==> src/rtl/ps2_keyboard_rx_pkg.sv <==
// Shared constants for the PS/2 keyboard receiver: scan codes and a parity helper.
package ps2_keyboard_rx_pkg;

  localparam logic [7:0] PS2_BREAK = 8'hF0;
  localparam logic [7:0] PS2_EXT   = 8'hE0;

  localparam logic [7:0] KP_0 = 8'h70;
  localparam logic [7:0] KP_1 = 8'h69;
  localparam logic [7:0] KP_2 = 8'h72;
  localparam logic [7:0] KP_3 = 8'h7A;
  localparam logic [7:0] KP_4 = 8'h6B;
  localparam logic [7:0] KP_5 = 8'h73;
  localparam logic [7:0] KP_6 = 8'h74;
  localparam logic [7:0] KP_7 = 8'h6C;
  localparam logic [7:0] KP_8 = 8'h75;
  localparam logic [7:0] KP_9 = 8'h7D;

  // PS/2 uses odd parity over the data byte plus the parity bit.
  function automatic logic odd_parity_ok(input logic [7:0] data, input logic parity);
    return ^{data, parity};
  endfunction

endpackage

==> src/rtl/ps2_line_filter.sv <==
// Two-flop synchronizer plus FILTER_LEN-sample deglitch for one PS/2 line.
// fall pulses for one cycle when the filtered level goes 1 -> 0.
module ps2_line_filter #(
  parameter int FILTER_LEN = 8
) (
  input  logic ck,
  input  logic reset,
  input  logic line,
  output logic fall
);

  localparam int CW = $clog2(FILTER_LEN) + 1;

  logic [1:0]    sync_q;
  logic          level;
  logic [CW-1:0] cnt;

  always_ff @(posedge ck) begin
    if (reset) begin
      sync_q <= 2'b11;
      level  <= 1'b1;
      cnt    <= '0;
      fall   <= 1'b0;
    end else begin
      sync_q <= {sync_q[0], line};
      fall   <= 1'b0;
      // Any sample equal to the current level restarts the run of differing samples.
      if (sync_q[1] == level) begin
        cnt <= '0;
      end else if (cnt == CW'(FILTER_LEN - 1)) begin
        level <= sync_q[1];
        cnt   <= '0;
        fall  <= level;
      end else begin
        cnt <= cnt + 1'b1;
      end
    end
  end

endmodule

==> src/rtl/ps2_keyboard_rx.sv <==
// Host-side PS/2 receiver: decodes 11-bit device-to-host frames into scan codes.
// Optional feature: define PS2_BREAK_FILTER_EN to fold F0-prefixed releases into a 00 code.
module ps2_keyboard_rx
  import ps2_keyboard_rx_pkg::*;
#(
  parameter int FILTER_LEN     = 8,
  parameter int TIMEOUT_CYCLES = 5000
) (
  input  logic       ck,
  input  logic       reset,
  input  logic       PS2C,
  input  logic       PS2D,
  output logic [7:0] key_code_out,
  output logic       key_valid,
  output logic       frame_err,
  output logic [1:0] state_dbg
);

  localparam logic [1:0] IDLE   = 2'd0;
  localparam logic [1:0] DATA   = 2'd1;
  localparam logic [1:0] PARITY = 2'd2;
  localparam logic [1:0] STOP   = 2'd3;

  localparam int TW = $clog2(TIMEOUT_CYCLES + 1);

  logic          fall;
  logic [1:0]    ps2d_q;
  logic          ps2d;
  logic [1:0]    state;
  logic [7:0]    shift;
  logic [2:0]    bitcnt;
  logic          parity_bit;
  logic [TW-1:0] timer;
`ifdef PS2_BREAK_FILTER_EN
  logic          break_pending;
`endif

  ps2_line_filter #(.FILTER_LEN(FILTER_LEN)) u_clk_filter (
    .ck    (ck),
    .reset (reset),
    .line  (PS2C),
    .fall  (fall)
  );

  // Data only needs synchronizing: it is stable long before the filtered clock edge.
  always_ff @(posedge ck) begin
    if (reset) ps2d_q <= 2'b11;
    else       ps2d_q <= {ps2d_q[0], PS2D};
  end
  assign ps2d      = ps2d_q[1];
  assign state_dbg = state;

  always_ff @(posedge ck) begin
    if (reset) begin
      state        <= IDLE;
      shift        <= '0;
      bitcnt       <= '0;
      parity_bit   <= 1'b0;
      timer        <= '0;
      key_code_out <= 8'h00;
      key_valid    <= 1'b0;
      frame_err    <= 1'b0;
`ifdef PS2_BREAK_FILTER_EN
      break_pending <= 1'b0;
`endif
    end else begin
      key_valid <= 1'b0;
      frame_err <= 1'b0;
      if (state == IDLE) begin
        timer <= '0;
        // A fall with data high is a stray edge and is ignored without error.
        if (fall && !ps2d) begin
          state  <= DATA;
          bitcnt <= '0;
        end
      end else if (fall) begin
        timer <= '0;
        case (state)
          DATA: begin
            shift  <= {ps2d, shift[7:1]};
            bitcnt <= bitcnt + 1'b1;
            if (bitcnt == 3'd7) state <= PARITY;
          end
          PARITY: begin
            parity_bit <= ps2d;
            state      <= STOP;
          end
          default: begin
            state <= IDLE;
            if (ps2d && odd_parity_ok(shift, parity_bit)) begin
`ifdef PS2_BREAK_FILTER_EN
              if (shift == PS2_BREAK) begin
                break_pending <= 1'b1;
              end else if (break_pending) begin
                break_pending <= 1'b0;
                key_code_out  <= 8'h00;
                key_valid     <= 1'b1;
              end else begin
                key_code_out <= shift;
                key_valid    <= 1'b1;
              end
`else
              key_code_out <= shift;
              key_valid    <= 1'b1;
`endif
            end else begin
              frame_err <= 1'b1;
`ifdef PS2_BREAK_FILTER_EN
              break_pending <= 1'b0;
`endif
            end
          end
        endcase
      end else if (timer == TW'(TIMEOUT_CYCLES - 1)) begin
        timer     <= '0;
        state     <= IDLE;
        frame_err <= 1'b1;
`ifdef PS2_BREAK_FILTER_EN
        break_pending <= 1'b0;
`endif
      end else begin
        timer <= timer + 1'b1;
      end
    end
  end

endmodule

==> config.mk <==
export PLATFORM = sky130hd
export DESIGN_NAME = ps2_keyboard_rx
export DESIGN_NICKNAME = d
export VERILOG_FILES = /design/src/rtl/ps2_keyboard_rx_pkg.sv /design/src/rtl/ps2_line_filter.sv /design/src/rtl/ps2_keyboard_rx.sv
export SDC_FILE = /design/constraint.sdc
export NUM_CORES = 1
export LEC_CHECK = 0
export ABC_AREA = 0
export CORE_ASPECT_RATIO = 2
export CORE_MARGIN = 4
export CORE_UTILIZATION = 40
export DETAILED_ROUTE_END_ITERATION = 8
export GPL_ROUTABILITY_DRIVEN = 0
export PLACE_DENSITY_LB_ADDON = 0.08
export SKIP_CTS_REPAIR_TIMING = 1
export SLEW_MARGIN = 40
export SYNTH_ARGS = -nofsm -noshare
export SYNTH_HDL_FRONTEND = slang
export SYNTH_SLANG_ARGS = --single-unit
==> constraint.sdc <==
create_clock -name ck -period 2.2 [get_ports ck]
set_input_delay 0.22 -clock ck [delete_from_list [all_inputs] [get_ports ck]]
set_output_delay 0.22 -clock ck [all_outputs]
set_load 0.005 [all_outputs]
---- Yosys cells after proc, flatten, opt, wreduce, memory -nomap -nowiden ----
Cells that the tools add are included.
word-level totals
  bits in registers ....................... 47
  output and inout bits ................... 12
  word-level logic and storage cells ...... 64
operators by class
  add/subtract/negate cells ............... 3
  equality and inequality tests ........... 8
  mux-type cells .......................... 15
  bitwise logic cells ..................... 5
  reduce and logical (&&, ||, !) cells .... 20
operators by type and width
  kind                                            number
  adder 13 x 1 -> 13 bit (second input constant)  1
  == test 13 bit (second input constant)          1
  2-to-1 mux 3 bit                                4
  AND reduction 3 bit                             4
  2-to-1 mux 2 bit                                5
  XOR reduction 9 bit                             1
  OR reduction 3 bit                              2
  2-to-1 mux 1 bit                                5
  inverter 1 bit                                  5
  OR reduction 5 bit                              1
  adder 4 x 1 -> 4 bit (second input constant)    1
  == test 4 x 3 -> 1 bit (second input constant)  1
  inequality test 4 bit (second input constant)   1
  case mux 2 bit (2 select lines)                 1
  AND reduction 4 bit                             1
  nonzero test 2 bit                              2
  OR reduction 2 bit                              2
  OR reduction 4 bit                              1
  adder 3 x 1 -> 3 bit (second input constant)    1
  == test 3 bit (second input constant)           1
  nonzero test 3 bit                              1
  == test 2 x 1 -> 1 bit (second input constant)  1
  == test 2 bit (second input constant)           1
  logical AND 1 bit                               2
  5 further kinds                                 5

---- Logic depth before layout (Yosys ltp) ----
  word-level depth ........................ 5
  mapped depth ............................ 6
  mapped depth without buffers ............ 6

---- Hierarchy ----
From an unflattened synthesis, not the netlist that was laid out.
second synthesis, totals
  cells, all modules ...................... 226
  area total of the unflattened synthesis .. 2163.3 um^2
modules (own cells, without submodules)
  module           times used  cells each  area an instance (um^2)  sequential area each (um^2)
  ps2_keyboard_rx  1           200         1863.0                   780.7
  ps2_line_filter  1           26          300.3                    160.2

---- Least setup slack after synthesis ----
Ideal clock, no wire load.
  path type ............................... reg2reg
  from .................................... reg state[0], in the netlist state_dbg[0]
  to ...................................... reg state[1], in the netlist state_dbg[1]
  setup time .............................. 70 ps
  arrival time ............................ 1592 ps
  data required time ...................... 2130 ps
  path slack .............................. 538 ps
  cell stages (with the launch flop) ...... 7
  path buffers ............................ 0
  clock period less this slack ............ 1662 ps
  cell sequence ........................... dfxtp_1 > inv_1 > ha_1 > nor2b_1 > a21oi_1 > or4b_1 > a21oi_1
between the ends
  word-level cells in the longest chain between the ends .. 4
ends and longest elaborated chain
  element                                                  line                   text
  from (decl)                                              ps2_keyboard_rx.sv:29  logic [1:0] state;
  from (signal assigned)                                   ps2_keyboard_rx.sv:55  state <= IDLE;
  from (signal assigned)                                   ps2_keyboard_rx.sv:73  state <= DATA;
  from (signal assigned)                                   ps2_keyboard_rx.sv:82  if (bitcnt == 3'd7) state <= PARITY;
  == test 2 bit or == test 2 x 1 -> 1 bit (tied branches)  ps2_keyboard_rx.sv:78  case (state)
  case mux 2 bit (2 select lines)                          ps2_keyboard_rx.sv:78
  2-to-1 mux 2 bit                                         ps2_keyboard_rx.sv:76  end else if (fall) begin
  2-to-1 mux 2 bit                                         ps2_keyboard_rx.sv:69  if (state == IDLE) begin
Parallel ways exist; a longest one is shown, timed or not.
A chain may end at the register's enable or synchronous reset.

---- Final worst setup path ----
  from .................................... reg state[1], in the netlist state_dbg[1]
  to ...................................... reg state[1], in the netlist state_dbg[1]
Same word-level chain as after synthesis.

==> out/qor.csv <==
metric,value,unit
outcome,completed,
Initial Util,41.2,%
grt ovf,0,
clock sink total,47,
"Distinct cells, synth",33,
"Cell Area, Synth",2120,um^2
yosys warns,0,
gr usage total,14.0,%
Final Core Density,47.4,%
post-route minimum period,1850,ps
crit end category,flop,
Die H,111,um
"Area growth, synth to finish",14.9,%
DP Cell Count,296,
fill count,526,
sequential area share after synthesis,44.4,%
proportion of layout cells with a drive suffix above 1,5.69,%
endpoints failing setup,0,
worst vdd ir,477,uV
Ports,16,
post-DR vias/cell,5.12,
Max-Cap Viols,0,
"Period Utilization, post-route",84.1,%
first-pass GRT wire length,7090,um
most common library cell in the layout ignoring fill and taps,dfxtp_1,
worst skew pair latency,300,ps
nets@finish,259,
die area,6600,um^2
Hold Path Class,flop to flop,
Core ar.,5140,um^2
clk slew on worst S/H paths,80,ps
Rows,37,
H-tree depth,2,
Pleak,0.838,nW
CP Launch Type,flop,
maximum clock path buffer count,2,
WL/cell,13.0,um
Worst slew margin,64.4,%
Non-Filler Instances,304,
"Slew Viols, Final",0,
power density cells,592,nW/um^2
RSZ-0062 raised after global routing,no,
CP Launch Point,state_dbg[1]$_SDFFE_PP0P_,
worst hold stages,1,
# DRC,0,
post-layout worst setup margin,349,ps
Worst-Margin Slew,526,ps
largest net degree at the start of global routing,30,
TritonRoute pass-1 iters,4,
CTS tree,done,
vias in the first global route,1557,
Setup TNS,0,ps
crit path max fanout,9,
Multi-input gate area,1130,um^2
Arrival @ worst endpoint,2090,ps
f_max,540,MHz
Die Width,59.5,um
# diodes,0,
crit path to,state_dbg[1]$_SDFFE_PP0P_,
most frequent cells in the layout,"47 x dfxtp_1, 21 x nand2_1, 20 x nor2_1",
drt total wl,3960,um
area post-placement,2330,um^2
Final Hold Fails,0,
initial antenna violation count,0,
syn_nets,242,
pre-CTS setup slack,328,ps
#FFs+latches synth,47,
Syn Inst Count,228,
root buf cell,clkbuf_8,
DR iter-0 viols,29,
fin area,2430,um^2
flop2flop setup slack,350,ps
Mean Syn Cell Area,9.30,um^2
Register Area,941,um^2
clock buffer count from CTS,5,
R2R Path End,state_dbg[1]$_SDFFE_PP0P_,
CP Class,flop to flop,
Via Count,1556,
Clock Skew,9.12,ps
dpl hpwl,3030,um
Worst R2R Start,state_dbg[1]$_SDFFE_PP0P_,
post-route antenna net violation count,0,
Critical Path RT,2440,ps
port bufs,15,
R2R depth,6,
[routing by layer]
metal	up-vias	share of wire (%)	GRT usage, %
li1	808	-	-
met1	730	35	13.5
met2	13	59	25.7
met3	5	3.1	3.73
met4	0	2.3	6.35
met5	-	0	0
[worst min-delay path by stage]
stage                                            startpoint                           endpoint
after global routing      u_clk_filter.sync_q[0]$_SDFF_PP1_  u_clk_filter.sync_q[1]$_SDFF_PP1_
after global placement    u_clk_filter.sync_q[0]$_SDFF_PP1_  u_clk_filter.sync_q[1]$_SDFF_PP1_
final                                  ps2d_q[0]$_SDFF_PP1_               ps2d_q[1]$_SDFF_PP1_
after detailed placement               ps2d_q[0]$_SDFF_PP1_               ps2d_q[1]$_SDFF_PP1_
after CTS                              ps2d_q[0]$_SDFF_PP1_               ps2d_q[1]$_SDFF_PP1_
after floorplan                                        PS2D               ps2d_q[0]$_SDFF_PP1_
[per-stage QoR]
step	power, W	hold slack [ps]
global placement	0.000905	386
detailed placement	0.000905	389
floorplan	0.000893	317
global route	0.00151	432
finish	0.00144	405
CTS	0.00147	408
[kinds of logic (layout without fill, tap and decap cells)]
kind of cell    count (synthesis)  count (layout)  share of synthesized area [%]
xor+xnor                       19              19                           9.21
buf+inv                        14              32                           2.48
mux                            12              12                           6.26
compound gates                 19              19                           4.90
fa+ha+maj                      10              10                           5.90
simple gates                  107             107                           26.9
flops                          47              47                           44.4
[cell usage after synthesis]
master,instances,area [um^2]
nand4b_1,1,8.76
or4b_1,1,10.0
mux2i_4,1,22.5
dfxtp_1,47,941
a31o_2,1,8.76
or4_1,1,7.51
xor2_1,5,43.8
nor2b_1,2,12.5
xnor3_2,1,23.8
nand3b_1,1,7.51
xnor2_1,12,105
and3_1,4,25.0
o21ai_1,2,10.0
o211ai_1,2,15.0
nand3_1,12,60.1
a21oi_1,14,70.1
or2b_1,1,7.51
nor4b_1,2,17.5
nor3_1,6,30.0
nor4_1,2,12.5
clkbuf_1,8,30.0
nand2_1,21,78.8
nand2b_1,19,119
nand4_2,1,12.5
and2_1,1,6.26
nor2_1,20,75.1
xnor3_1,1,22.5
inv_1,6,22.5
mux2i_1,11,110
nand4_1,7,43.8
nor4bb_1,1,10.0
ha_1,10,125
or2_1,4,25.0
[area by class of cell]
cell class              instances  share of cell area [%]
repair buffers                 18                    7.09
multi-input cells             167                    46.2
inverters                       6                   0.925
flip-flops and latches         47                    38.6
well taps                      58                    2.98
clock buffers                   8                    4.11
[critical path: stages, from the launching register on]
cell	delay, ps
dfxtp_1	370
inv_1	120
ha_1	340
nor2b_1	250
a21oi_1	100
or4b_1	470
a21oi_1	140
[registers in the layout, summed over array words and instances (netlist names)]
register and count:
timer 13, key_code_out 8, shift 8, u_clk_filter.cnt 4, bitcnt 3, ps2d_q 2, state_dbg 2, u_clk_filter.sync_q 2
frame_err 1, key_valid 1, parity_bit 1, u_clk_filter.fall 1, u_clk_filter.level 1
[power by group]
group	leakage (nW)	switching, W	internal [W]
registers	0.379	0.00000282	0.000854
clock network	0.0515	0.000271	0.000287
logic	0.407	0.0000129	0.0000145
Power figures use the tool's default switching activity.
